==> config.mk <==
export PLATFORM = sky130hd
export DESIGN_NAME = div_16by8_seq
export DESIGN_NICKNAME = d
export VERILOG_FILES = /design/src/rtl/div_16by8_seq.sv
export SDC_FILE = /design/constraint.sdc
export NUM_CORES = 1
export LEC_CHECK = 0
export BUFFER_PORTS_ARGS = -buffer_cell sky130_fd_sc_hd__buf_4
export CAP_MARGIN = 20
export CORE_MARGIN = 5
export CORE_UTILIZATION = 40
export DETAILED_ROUTE_END_ITERATION = 7
export SYNTH_ARGS = -nofsm -noshare
export SYNTH_HDL_FRONTEND = slang
export SYNTH_SLANG_ARGS = --single-unit
==> constraint.sdc <==
create_clock -name clk -period 2.2 [get_ports clk]
set_input_delay 0.44 -clock clk [delete_from_list [all_inputs] [get_ports clk]]
set_output_delay 0.44 -clock clk [all_outputs]
set_load 0.02 [all_outputs]
==> src/rtl/div_16by8_seq.sv <==
`default_nettype none
// ============================================================================
// Module   : div_16by8_seq
// Brief    : Sequential restoring divider, 16-bit / 8-bit -> 8-bit q + 8-bit r,
//            one quotient bit per cycle with valid/ready on both sides.
// Revision : 1.0 - initial release
// ============================================================================
module div_16by8_seq (
    input  logic        clk,
    input  logic        rst,
    input  logic        in_valid,
    output logic        in_ready,
    input  logic [15:0] dividend,
    input  logic [7:0]  divisor,
    output logic        out_valid,
    input  logic        out_ready,
    output logic [7:0]  quotient,
    output logic [7:0]  remainder,
    output logic        ovf
);

    typedef enum logic [1:0] {
        S_IDLE = 2'd0,
        S_CALC = 2'd1,
        S_DONE = 2'd2
    } state_t;

    state_t      state_q;
    logic [7:0]  pr_q;
    logic [7:0]  qr_q;
    logic [7:0]  d_q;
    logic [2:0]  count_q;
    logic [7:0]  quotient_q;
    logic [7:0]  remainder_q;
    logic        ovf_q;
    logic        in_ready_q;
    logic        out_valid_q;

    logic [8:0]  w_shift;
    logic        w_ge;
    logic [7:0]  w_diff;
    logic [7:0]  pr_d;
    logic [7:0]  qr_d;

    // The partial remainder always stays below the divisor, so only the shifted
    // trial value needs the ninth bit; the difference then fits in 8 bits.
    assign w_shift = {pr_q, qr_q[7]};
    assign w_ge    = (w_shift >= {1'b0, d_q});
    assign w_diff  = w_shift[7:0] - d_q;
    assign pr_d    = w_ge ? w_diff : w_shift[7:0];
    assign qr_d    = {qr_q[6:0], w_ge};

    always_ff @(posedge clk) begin
        if (rst) begin
            state_q     <= S_IDLE;
            pr_q        <= 8'd0;
            qr_q        <= 8'd0;
            d_q         <= 8'd0;
            count_q     <= 3'd0;
            quotient_q  <= 8'd0;
            remainder_q <= 8'd0;
            ovf_q       <= 1'b0;
            in_ready_q  <= 1'b1;
            out_valid_q <= 1'b0;
        end else begin
            case (state_q)
                S_IDLE: begin
                    if (in_valid) begin
                        d_q        <= divisor;
                        in_ready_q <= 1'b0;
                        if ((divisor == 8'd0) || (dividend[15:8] >= divisor)) begin
                            ovf_q       <= 1'b1;
                            quotient_q  <= 8'hFF;
                            remainder_q <= 8'h00;
                            out_valid_q <= 1'b1;
                            state_q     <= S_DONE;
                        end else begin
                            pr_q    <= dividend[15:8];
                            qr_q    <= dividend[7:0];
                            count_q <= 3'd0;
                            ovf_q   <= 1'b0;
                            state_q <= S_CALC;
                        end
                    end
                end
                S_CALC: begin
                    pr_q    <= pr_d;
                    qr_q    <= qr_d;
                    count_q <= count_q + 3'd1;
                    if (count_q == 3'd7) begin
                        quotient_q  <= qr_d;
                        remainder_q <= pr_d;
                        out_valid_q <= 1'b1;
                        state_q     <= S_DONE;
                    end
                end
                S_DONE: begin
                    // Result registers keep their values after the handshake.
                    if (out_ready) begin
                        out_valid_q <= 1'b0;
                        in_ready_q  <= 1'b1;
                        state_q     <= S_IDLE;
                    end
                end
                default: begin
                    out_valid_q <= 1'b0;
                    in_ready_q  <= 1'b1;
                    state_q     <= S_IDLE;
                end
            endcase
        end
    end

    assign in_ready  = in_ready_q;
    assign out_valid = out_valid_q;
    assign quotient  = quotient_q;
    assign remainder = remainder_q;
    assign ovf       = ovf_q;

endmodule
`default_nettype wire

==> results.txt, run 1 <==
The initial antenna violation count came out at 0. The worst path required time came out at 2410 ps. The largest stage delay on the critical path came out at 430 ps. The slowest stage cell on the critical path is sky130_fd_sc_hd__dfxtp_1. In the post-synthesis netlist, the cell with the most instances is sky130_fd_sc_hd__dfxtp_1. The power density of the placed cells came out at 962 nW/µm². In this run the remaining antenna-violating nets after routing total 0.

The final layout contains 406 nets. The TritonCTS clock tree is built. Compared with the post-synthesis result, the final layout area differs by 31.9%. The number of cell instances on the worst register-to-register path came out at 7.

By area the synthesized netlist is led by sky130_fd_sc_hd__dfxtp_1, sky130_fd_sc_hd__mux2i_1, sky130_fd_sc_hd__ha_1. Counting every net in the synthesized netlist gives 337. The worst slack at placement came out at -260 ps. The die footprint is 8440 µm². The number of instances in the synthesized netlist is 290. After detailed routing, no signal wire sits above met4. The static leakage power came out at 1.51 nW. The overall die width came out at 91.9 µm. The number of sinks on the clock net is 48. For this run, design rule violations remaining after detail routing come to 0. 47 I/O pins were placed. After clock tree synthesis, the clock-pin slew on the worst setup and hold paths is 90 ps. The number of port buffers came out at 46.

For this run, asynchronously set or reset flops after synthesis account for 0%. After detailed routing, the average wire length per cell comes to 14.8 µm. The worst setup path is captured at a flip-flop. The number of levels in the clock H-tree came out at 2. The height of the die is 91.9 µm. The first global-routing pass estimated 10.8 mm of wire. The proportion of total power due to net switching is 37.5%.

Combinational logic is responsible for 48.5% of the overall power. STA classifies the critical path startpoint as a flip-flop. After detailed routing, the met2 layer carries 2.74 mm of wire. The number of fill cells in the layout is 587. The global routing usage summed across all routing layers is 15.7%. The power share of the clock group is 19.5%. The cell area after synthesis came out at 2680 µm². Summing over every cut layer, the via total after detailed routing is 2,284.

The detailed-routing wirelength on met1 came out at 3.35 mm. Traced cell by cell, the critical path runs through ha_1 -> a21o_1 -> a31oi_1 -> o21ai_2 -> buf_4 -> o21a_1 -> a2111oi_2. Setup repair after global routing could not meet its margin everywhere.

The flow ran to the end, and the final reports show no timing, DRC or antenna violations. The maximum fanout along the worst path came out at 6. The class of the tightest hold or removal check is flip-flop to flip-flop. The congestion estimate from routability-driven global placement came to 0.847. The maximum clock frequency came out at 0.474 GHz.

The worst-skew pair later-pin latency came out at 310 ps. The synthesis warning total came out at 0. The max-cap check violation count is 0. The number of buffers inserted during clock tree synthesis came out at 5. The number of violations reported at the end of detailed-routing iteration 0 is 83.

The sum of routed wire length over all layers is 6.46 mm. The transition at the pin with the smallest max-transition slack came out at 635 ps. The starting density of the core came out at 41.7%. The switching power is 1.28 mW. The number of antenna diodes in the final layout is 0. The worst register-to-register path ends at pr_q[5]. The fraction of the core area covered by cells at the end of the flow came out at 55.1%. The slack of the critical path came out at 90.6 ps. The longest clock path from root to sink contains 2 buffers. The sequential cell fraction of total power is 32.0%.

The count of final max-slew check failures is 0. Across the VDD grid, the largest voltage drop is 0.464 mV. The detailed-router iteration count before antenna repair is 4.

The count of cells along the worst hold path is 1. The leading register cell type out of synthesis is sky130_fd_sc_hd__dfxtp_1. The worst endpoint data arrival time came out at 2320 ps. The largest total area in the synthesized netlist belongs to sky130_fd_sc_hd__dfxtp_1. The average via count per standard cell is 5.23. The fraction of the cycle the final worst path needs is 95.9%. The share of post-route cells with drive strength above 1 came out at 32.5%. The startpoint of the worst-slack reg-to-reg timing path is pr_q[3]. The number of failing hold endpoints at the final stage came out at 0. The final count of negative-setup-slack endpoints came out at 0. After synthesis, the mean cell area works out to 9.24 µm². The CTS root buffer is sky130_fd_sc_hd__clkbuf_8. The count of flip-flops with a built-in enable after synthesis came out at 0. The sequential element share of the synthesized area came out at 35.9%.

Subtracting the final worst setup slack from the clock period gives 2110 ps. The half-perimeter wire length after detailed placement is 4.95 mm. The overflow left after global routing is 0. The final clock skew came out at 7.51 ps.

The share of Yosys cell area claimed by the top area cell type came out at 35.9%. Entering global routing, the biggest net connects 44 pins. The sum of internal, switching and leakage power is 3.40 mW.

The worst hold path startpoint is remainder[0]. The via count of the first global-routing pass came out at 2,223. The number of cell rows came out at 29. By count the netlist is led by sky130_fd_sc_hd__dfxtp_1, sky130_fd_sc_hd__nor2_1, sky130_fd_sc_hd__a211oi_1, sky130_fd_sc_hd__mux2i_1, sky130_fd_sc_hd__inv_1. Internal power comes to 2.13 mW. The detailed-routed wire length on met3 came out at 313 µm. The terminating pin of the worst hold path is remainder[0]. By startpoint and endpoint, the worst setup path is classified as flip-flop to flip-flop. Hold is met by 476 ps.

Measured against its own limit, the worst slew margin works out to 57.6%. The count of state elements after synthesis is 48. The distinct cell type count after synthesis is 48. The total core area came out at 6420 µm². The setup slack of the most critical reg-to-reg path came out at 90 ps.
## cell usage in the layout (no fill, tap or decap), types with 3 or more instances in the layout
master	n
sky130_fd_sc_hd__nand2b_1	3
sky130_fd_sc_hd__dfxtp_1	47
sky130_fd_sc_hd__o2bb2ai_1	8
sky130_fd_sc_hd__a211oi_2	5
sky130_fd_sc_hd__nand2_1	6
sky130_fd_sc_hd__a211oi_1	24
sky130_fd_sc_hd__and2b_1	3
sky130_fd_sc_hd__nor4_1	3
sky130_fd_sc_hd__clkbuf_8	5
sky130_fd_sc_hd__mux2i_1	20
sky130_fd_sc_hd__nor2_1	40
sky130_fd_sc_hd__inv_1	19
sky130_fd_sc_hd__buf_4	75
sky130_fd_sc_hd__nor3_1	6
sky130_fd_sc_hd__ha_1	15
sky130_fd_sc_hd__a21oi_2	3
sky130_fd_sc_hd__o21bai_1	3
sky130_fd_sc_hd__a21oi_1	12
sky130_fd_sc_hd__a21o_1	6
sky130_fd_sc_hd__o21a_1	4
sky130_fd_sc_hd__nor2b_1	4
sky130_fd_sc_hd__mux2i_2	3
## critical path, delay by kind of cell (launching register included)
family | cells | cell delay [ps]
AO/OA/AOI/OAI | 5 | 1070
buffers and inverters | 1 | 170
flip-flops | 1 | 430
adder cells (fa/ha/maj) | 1 | 340
## state kept, by name, indices dropped and copies added (netlist names)
signal / count
d_q: 8
pr_q: 8
qr_q: 8
quotient: 8
remainder: 8
count_q: 3
state_q: 2
in_ready: 1
out_valid: 1
ovf: 1
## worst max path at each step
| stage | slack (ps) | start | cells past startpoint | to |
|---|---|---|---|---|
| 3_5_place_dp | -260 | dividend[11] | 8 | pr_q[5] |
| 4_1_cts | 20 | d_q[0] | 9 | pr_q[6] |
| 6_report | 90 | pr_q[3] | 7 | pr_q[5] |
| 5_1_grt | -40 | d_q[1] | 9 | pr_q[5] |
| 3_3_place_gp | -230 | dividend[11] | 8 | pr_q[5] |
| 2_1_floorplan | 10 | divisor[3] | 9 | pr_q[1] |
## per-stage QoR
step | setup TNS, ps | cell area (µm²) | std cells
after detailed placement | -7180 | 3290 | 427
after global placement | -6050 | 3290 | 427
after global routing | -51.3 | 3540 | 437
after floorplan | 0 | 2690 | 290
final | 0 | 3540 | 437
after CTS | 0 | 3410 | 435
## per-layer routing
layer / vias up / global-route usage (%)
li1: 1189 / -
met1: 1034 / 23.2
met2: 55 / 22.3
met3: 6 / 4.09
met4: 0 / 4.58
met5: - / 0
## logic make-up (layout without fill, tap and decap cells)
kind of cell | count (synthesis) | in the layout | share of synthesized area [%]
and+or+nand+nor | 75 | 75 | 13.5
muxes | 26 | 26 | 9.80
xor gates and xnor gates | 4 | 4 | 1.31
AOI/OAI and AO/OA | 84 | 84 | 24.6
DFF | 48 | 48 | 35.9
buffers and inverters | 34 | 104 | 5.74
adders and majority gates | 19 | 19 | 9.15
## cell type report
class / instances / area [µm²] / share of cell area (%)
timing repair buffer: 77 / 603 / 17.1
inverter: 19 / 71.3 / 2.02
tap: 77 / 96.3 / 2.72
sequential: 48 / 962 / 27.2
clock inverter: 3 / 46.3 / 1.31
clock buffer: 5 / 68.8 / 1.95
multi-input combinational: 208 / 1690 / 47.7
## what timing repair did
action,in CTS,in global routing
endpoints found under the setup margin,0,22
hold buffers,0,0
setup buffers,0,2
resized for setup,0,20
## power groups by stage
stage / registers (mW) / logic (mW) / clock network [mW]
2_1_floorplan: 1.11 / 0.985 / 0
3_3_place_gp: 1.10 / 1.44 / 0
3_5_place_dp: 1.10 / 1.45 / 0
4_1_cts: 1.08 / 1.46 / 0.684
5_1_grt: 1.11 / 1.81 / 0.724
6_report: 1.09 / 1.65 / 0.663
Note: power is estimated with default switching activity, not from simulation.
==> run 2, diff against run 1 <==
- ABC_AREA: not set -> 1
==> results.txt, run 2 <==
Data arrives at the worst endpoint at 2270 ps. Overall power consumption after layout is estimated at 3.77 mW. Across all hold checks on the routed design, the worst slack comes to 336 ps. The sequential element share of the synthesized area is 33.8%.

The met1 track demand over resource in global routing came out at 25.1%. After legalization and detailed placement, the total HPWL measured 5.79 mm. The growth of design area from synthesis to finish came out at 20.4%. The register area came out at 961 µm². The number of remaining DRC errors is 0.

The fraction of the core area covered by cells at the end of the flow is 49.8%. The number of buffers inserted during clock tree synthesis is 5. The global routing usage on met2 is 27.7%. The maximum number of pins on one net before global-route repair came out at 26. The share of post-route cells with drive strength above 1 is 15.3%.

The worst setup path is launched from a flip-flop. The worst slack at placement is 143 ps. The sum of routed wire length over all layers is 7.31 mm. The via count of the routed design is 2,740. The number of antenna diodes in the final layout is 0. In this run, placement finished with an instance count of 572. In this run the core area contains 30 standard-cell rows.

Once routing completed, OpenROAD measured the worst setup slack at 174 ps. The power density of the placed cells is 1100 nW/µm². The fraction of the cycle the final worst path needs came out at 92.1%. The post-layout net count came out at 530. The placement-stage cell area is 3300 µm². The worst-skew pair later-pin latency came out at 310 ps. The worst path needs 2030 ps of the cycle, external delays included. The top-level port count is 47.

In this run the remaining antenna-violating nets after routing total 0. The TritonCTS clock tree is built. The clock transition at the register clock pins on the worst setup and hold paths after CTS is 90 ps. In the routed layout, each cell is associated on average with a via count of 4.72. The startpoint of the worst-slack reg-to-reg timing path is d_q[3]. The flow ran to the end, and the final reports show no timing, DRC or antenna violations. The number of failing hold endpoints at the final stage is 0. The global routing met3 resource utilization came out at 2.96%.

The worst path required time is 2440 ps. The height of the die is 94.2 µm. The setup path with the least slack is of type flip-flop to flip-flop. Across the routed clock network, the largest skew measured is 10.7 ps.

The initial antenna violation count came to 0. The detailed-router iteration count before antenna repair is 4. The proportion of total power due to net switching came out at 43.7%. Routability-driven placement finished with a final weighted congestion of 0.893.

The global routing usage summed across all routing layers is 17.6%. The biggest area contributor in the post-synthesis netlist is sky130_fd_sc_hd__dfxtp_1. The synthesized netlist occupies a cell area of 2840 µm². The count of final max-slew check failures was 0. The total core area came out at 6870 µm².

The max-cap check violation count is 0. The maximum clock frequency came out at 0.494 GHz. A synthesized cell averages 6.53 µm². The internal portion of the total power is 2.12 mW. The number of violations reported at the end of detailed-routing iteration 0 came out at 112. The total of hold buffers inserted after clock tree synthesis came out at 0. In the synthesized netlist the async set-or-reset flop fraction comes to 0%. The count of cells along the worst hold path came out at 2. The count of flip-flops with a built-in enable after synthesis came out at 0. Once layout is complete, the cells apart from fillers number 580.

The via count of the first global-routing pass came to 2,627. The number of levels in the clock H-tree is 2. The die covers 8880 µm². The worst hold path belongs to the class input port to flip-flop.

The number of sinks on the clock net came out at 48. In this run the worst path has a maximum fanout of 6. The starting density of the core came out at 41.3%.

In this run the critical register-to-register path is captured at pr_q[1]. Counting along the longest clock path gives a buffer depth of 2. The synthesis warning total came out at 0. The most used flip-flop cell after synthesis is sky130_fd_sc_hd__dfxtp_1. The static leakage power is 1.78 nW. The library cells used most frequently in the layout, excluding fill and tap cells, are sky130_fd_sc_hd__nand2_1, sky130_fd_sc_hd__nor2_1, sky130_fd_sc_hd__buf_4, sky130_fd_sc_hd__inv_1, sky130_fd_sc_hd__dfxtp_1. The synthesized netlist net count is 482. The distinct cell type count after synthesis came out at 28. The number of port buffers is 46. The transition at the pin with the smallest max-transition slack came out at 508 ps.

The most common cell after layout, fill and taps aside is sky130_fd_sc_hd__nand2_1. The number of fill cells in the layout came out at 752. The worst hold path startpoint is rst. The total overflow left after global routing is 0. The count of state elements after synthesis is 48. Ranked by instance count, the synthesized netlist is headed by sky130_fd_sc_hd__nand2_1, sky130_fd_sc_hd__nor2_1, sky130_fd_sc_hd__inv_1, sky130_fd_sc_hd__dfxtp_1, sky130_fd_sc_hd__nand3_1. The path with the worst hold slack has its endpoint at state_q[1]. The floorplan step set the die width to 94.2 µm. In the post-synthesis netlist, the biggest area contributors are sky130_fd_sc_hd__dfxtp_1, sky130_fd_sc_hd__nand2_1, sky130_fd_sc_hd__nor2_1. Measured against its own limit, the worst slew margin works out to 66.1%. The setup slack of the most critical reg-to-reg path came out at 170 ps.

Setup repair after global routing could not meet its margin everywhere. The global routing's busiest layer is met2. The post-CTS setup buffer count came out at 0. Summing all multi-input logic gate instances after layout gives 1590 µm². The area of all placed cells without fillers is 3420 µm². The worst supply voltage drop on vdd is 0.463 mV.

Per report_power, the clock group accounts for 17.7% of the total. Dividing the detail-routed wire length by the instance count gives 12.6 µm. The cell sitting at the root of the clock tree is a sky130_fd_sc_hd__clkbuf_8. The total of cells resized after clock tree synthesis is 0.

The number of cell instances on the worst register-to-register path is 11. The most frequent cell after synthesis is sky130_fd_sc_hd__nand2_1. Sequential cells account for 32.3% of the total power. The number of instances in the synthesized netlist is 435. For this design the total switching power over the nets is 1.65 mW.

The final count of negative-setup-slack endpoints came out at 0. The final sum of negative setup slack came out at 0 ps. The wire length of the first global-routing pass is 12.5 mm.

The share of power burned in combinational logic is 50.0%. STA classifies the critical path endpoint as a flip-flop. The share of synthesized area in the top cell type comes to 33.8%.
==> run 2: worst max path at each step <==
stage | from | to | slack (ps) | depth (start not counted)
2_1_floorplan | divisor[7] | qr_q[1] | 350 | 11
3_3_place_gp | pr_q[5] | pr_q[1] | 160 | 10
3_5_place_dp | divisor[7] | pr_q[5] | 140 | 13
4_1_cts | pr_q[5] | pr_q[1] | 160 | 10
5_1_grt | d_q[6] | remainder[3] | -70 | 11
6_report | d_q[3] | pr_q[1] | 170 | 11
==> run 2: final cells by class <==
cell class              instances  area share [%]
clock inverters                 3            1.39
well taps                      96            3.51
clock buffers                   5            2.01
inverters                      58            6.37
multi-input cells             315            46.5
repair buffers                 55            12.1
flip-flops and latches         48            28.1
==> run 2: power by group through the flow <==
stage | Sequential (mW) | Clock [mW] | Combinational (mW)
final | 1.22 | 0.665 | 1.88
after global routing | 1.24 | 0.728 | 2.16
after CTS | 1.22 | 0.682 | 1.89
after detailed placement | 1.24 | 0 | 1.89
after global placement | 1.23 | 0 | 1.86
after floorplan | 1.32 | 0 | 1.27
==> run 2: logic make-up (layout without fill, tap and decap cells) <==
logic type | after synthesis | in the layout | share of synthesized area (%)
simple gates | 240 | 240 | 35.4
fa+ha+maj | 19 | 19 | 8.64
compound gates | 47 | 47 | 8.90
buf+inv | 72 | 121 | 10.1
xor+xnor | 2 | 2 | 0.617
flops | 48 | 48 | 33.8
mux | 7 | 7 | 2.47
==> run 2: critical path: stages, from the launching register on <==
cell	delay [ps]
sky130_fd_sc_hd__dfxtp_1	320
sky130_fd_sc_hd__inv_1	50
sky130_fd_sc_hd__ha_1	330
sky130_fd_sc_hd__nand2_1	130
sky130_fd_sc_hd__inv_1	60
sky130_fd_sc_hd__nand2_1	60
sky130_fd_sc_hd__nor2_1	30
sky130_fd_sc_hd__nor2_1	210
sky130_fd_sc_hd__nand3_1	240
sky130_fd_sc_hd__o21ai_0	340
sky130_fd_sc_hd__nor2_1	90
sky130_fd_sc_hd__nor2_1	100
==> run 2: layer usage <==
metal,vias to the layer above,routed length [µm]
met5,-,0
met3,5,210
li1,1468,-
met2,43,3220
met1,1224,3830
met4,0,53
==> run 3, diff against run 2 <==
- CELL_PAD_IN_SITES_DETAIL_PLACEMENT: not set -> 1
- CELL_PAD_IN_SITES_GLOBAL_PLACEMENT: not set -> 1
- CORE_UTILIZATION: 40 -> 36
- PLACE_DENSITY_LB_ADDON: not set -> 0.1
==> results.txt, run 3 (same netlist as run 2, synthesis figures left out) <==
The final count of negative-setup-slack endpoints came out at 0. The number of failing hold endpoints at the final stage came out at 0. Across the routed clock network, the largest skew measured is 9.50 ps. The number of port buffers came out at 46. The initial antenna violation count is 0. The number of remaining DRC errors is 0. The via count of the first global-routing pass was 2,893.

The worst setup path is launched from a flip-flop. The transition at the pin with the smallest max-transition slack came out at 533 ps. The fraction of the cycle the final worst path needs came out at 88.7%. The worst-case headroom to the max-slew limit is 64.4%.

The flow ran to the end, and the final reports show no timing, DRC or antenna violations. The worst hold path begins at rst. TritonCTS built the clock tree.

The worst path required time came out at 2410 ps. The sum of routed wire length over all layers is 8.38 mm. The design internal power came out at 2.15 mW.

The maximum number of pins on one net before global-route repair came out at 33. The maximum clock frequency came out at 0.512 GHz. The average via count per standard cell is 4.77. The first global-routing pass estimated 14.0 mm of wire. The count of cells along the worst hold path is 2. The overall die width is 98.8 µm. The register area is 961 µm². The worst endpoint data arrival time is 2160 ps. The cell that appears most often on the critical path is sky130_fd_sc_hd__nand2_1. 47 I/O pins were placed. The post-detailed-route count of antenna-violating nets came out at 0.

The count of final max-slew check failures came out at 0. The global routing's busiest layer is met2. The fraction of the core area covered by cells at the end of the flow came out at 44.8%. The global routing met3 resource utilization came out at 3.40%. The path class of the tightest hold or removal check is input port to flip-flop.

The met1 track demand over resource in global routing is 23.4%. The switching power is 1.71 mW. The number of cell instances on the worst register-to-register path came out at 16. In this run, flip-flops and latches consume 31.6% of the power. The number of setup buffers added after CTS is 0.

The share of post-route cells with drive strength above 1 came out at 16.0%. Summed over all cells, the static leakage comes to 1.79 nW. Setup repair after global routing left no endpoint under its margin. The height of the die is 98.8 µm.

The H-tree was split into 2 levels. The signal on the critical path passes through inv_1 -> ha_1 -> inv_1 -> fa_1 -> nand2_1 -> inv_1 -> nand2_1 -> nand2_1 -> nand2_1 -> nand2_1 -> nor2_1 -> nor2_1 -> nand3_1 -> nand2_1 -> nor2_1 -> nor2_1. The global routing usage summed across all routing layers came out at 17.7%.

Max-cap violations in this run came to 0. The detailed-router iteration count before antenna repair came out at 4. On the final layout, the worst hold slack is 325 ps. The overflow left after global routing came out at 0. In the final routed layout, each cell accounts on average for 14.2 µm.

The most common cell after layout, fill and taps aside is sky130_fd_sc_hd__nand2_1. At the end of routability-driven placement, the weighted congestion stood at 0.860. Compared with the post-synthesis result, the final layout area differs by 21.3%. The largest stage delay on the critical path came out at 380 ps. For this configuration, the core starts out at a cell density of 36.9%.

Net switching is 44.4% of the power. Fill cells in the final layout number 1,042. The number of cell rows came out at 32. The number of sinks on the clock net came out at 48.

The clock transition at the register clock pins on the worst setup and hold paths after CTS is 90 ps. The number of antenna diodes in the final layout is 0. The power density of the placed cells is 1120 nW/µm². The half-perimeter wire length after detailed placement came out at 6.77 mm.

The global routing usage on met2 is 30.5%. The post-layout net count came out at 532. The total core area came out at 7690 µm². The die footprint is 9760 µm². The final sum of negative setup slack came out at 0 ps.

In this run, the clock network consumes 16.9% of the power. The cell sitting at the root of the clock tree is a sky130_fd_sc_hd__clkbuf_8. The dominant delay contributor by cell family on the critical path is simple AND/OR/NAND/NOR gates. The via count of the routed design is 2,804. The share of power burned in combinational logic came out at 51.5%. The number of buffers and inverters on the critical path is 3.

The most critical setup path has its startpoint at qr_q[7]. The critical path runs through a total of 16 cells. The worst setup path is of the flip-flop to flip-flop kind. The detailed router finished its first iteration with 61 violations. The maximum root-to-sink buffer count came out at 2.

The startpoint of the worst-slack reg-to-reg timing path is qr_q[7]. IR analysis of the VDD net gives a maximum drop of 0.454 mV. The multi-input combinational cells in the finished layout cover a total of 1600 µm². On the critical path, the stage with the largest delay is an instance of sky130_fd_sc_hd__fa_1. STA classifies the critical path endpoint as a flip-flop. The library cells used most frequently in the layout, excluding fill and tap cells, are sky130_fd_sc_hd__nand2_1, sky130_fd_sc_hd__nor2_1, sky130_fd_sc_hd__buf_4, sky130_fd_sc_hd__inv_1, sky130_fd_sc_hd__dfxtp_1. The minimum clock period after layout is 1950 ps. The maximum fanout along the worst path is 3. TritonCTS created 5 clock buffers. The worst-skew pair later-pin latency came out at 310 ps.
-- run 3: worst reg2reg max path: stages, from the launching register on --
cell and delay [ps]:
sky130_fd_sc_hd__dfxtp_1 330, sky130_fd_sc_hd__inv_1 100, sky130_fd_sc_hd__ha_1 150, sky130_fd_sc_hd__inv_1 70, sky130_fd_sc_hd__fa_1 380, sky130_fd_sc_hd__nand2_1 70, sky130_fd_sc_hd__inv_1 50, sky130_fd_sc_hd__nand2_1 50
sky130_fd_sc_hd__nand2_1 70, sky130_fd_sc_hd__nand2_1 80, sky130_fd_sc_hd__nand2_1 60, sky130_fd_sc_hd__nor2_1 100, sky130_fd_sc_hd__nor2_1 50, sky130_fd_sc_hd__nand3_1 80, sky130_fd_sc_hd__nand2_1 70, sky130_fd_sc_hd__nor2_1 90
sky130_fd_sc_hd__nor2_1 50
-- run 3: worst paths after layout --
| path | to | slack, ps |
|---|---|---|
| min reg2reg | d_q[3] | 470 |
| max reg2reg | remainder[6] | 250 |
| min | count_q[0] | 320 |
| max | remainder[6] | 250 |
-- run 3: per-stage QoR --
step / power (mW) / std cells / setup slack, ps / area (µm²)
floorplan: 2.58 / 435 / 346 / 2840
global placement: 3.17 / 580 / 96.8 / 3330
detailed placement: 3.23 / 580 / -3.55 / 3330
CTS: 3.90 / 588 / 176 / 3430
global route: 4.23 / 588 / 35.8 / 3440
finish: 3.86 / 588 / 248 / 3440
-- run 3: timing repair --
| item | in CTS | in global routing |
|---|---|---|
| gates resized for setup | 0 | 4 |
| setup endpoints to repair | 0 | 8 |
| hold buffers | 0 | 0 |
-- run 3: power by group through the flow --
stage / Clock [mW] / Sequential (mW) / Combinational [mW]
2_1_floorplan: 0 / 1.32 / 1.27
3_3_place_gp: 0 / 1.23 / 1.94
3_5_place_dp: 0 / 1.24 / 1.98
4_1_cts: 0.679 / 1.22 / 1.99
5_1_grt: 0.716 / 1.25 / 2.26
6_report: 0.651 / 1.22 / 1.99
-- run 3: layer usage --
layer | part of all wire (%) | vias to the layer above
met2 | 48 | 35
met1 | 48 | 1290
li1 | - | 1473
met4 | 0.63 | 0
met3 | 3.1 | 6
met5 | 0 | -
-- run 3: cell type report --
cell class,instances,area share (%)
Clock inverter,2,1.02
Multi-Input combinational cell,315,46.5
Sequential cell,48,27.9
Timing Repair Buffer,57,12.4
Clock buffer,6,2.11
Inverter,58,6.32
Tap cell,102,3.71
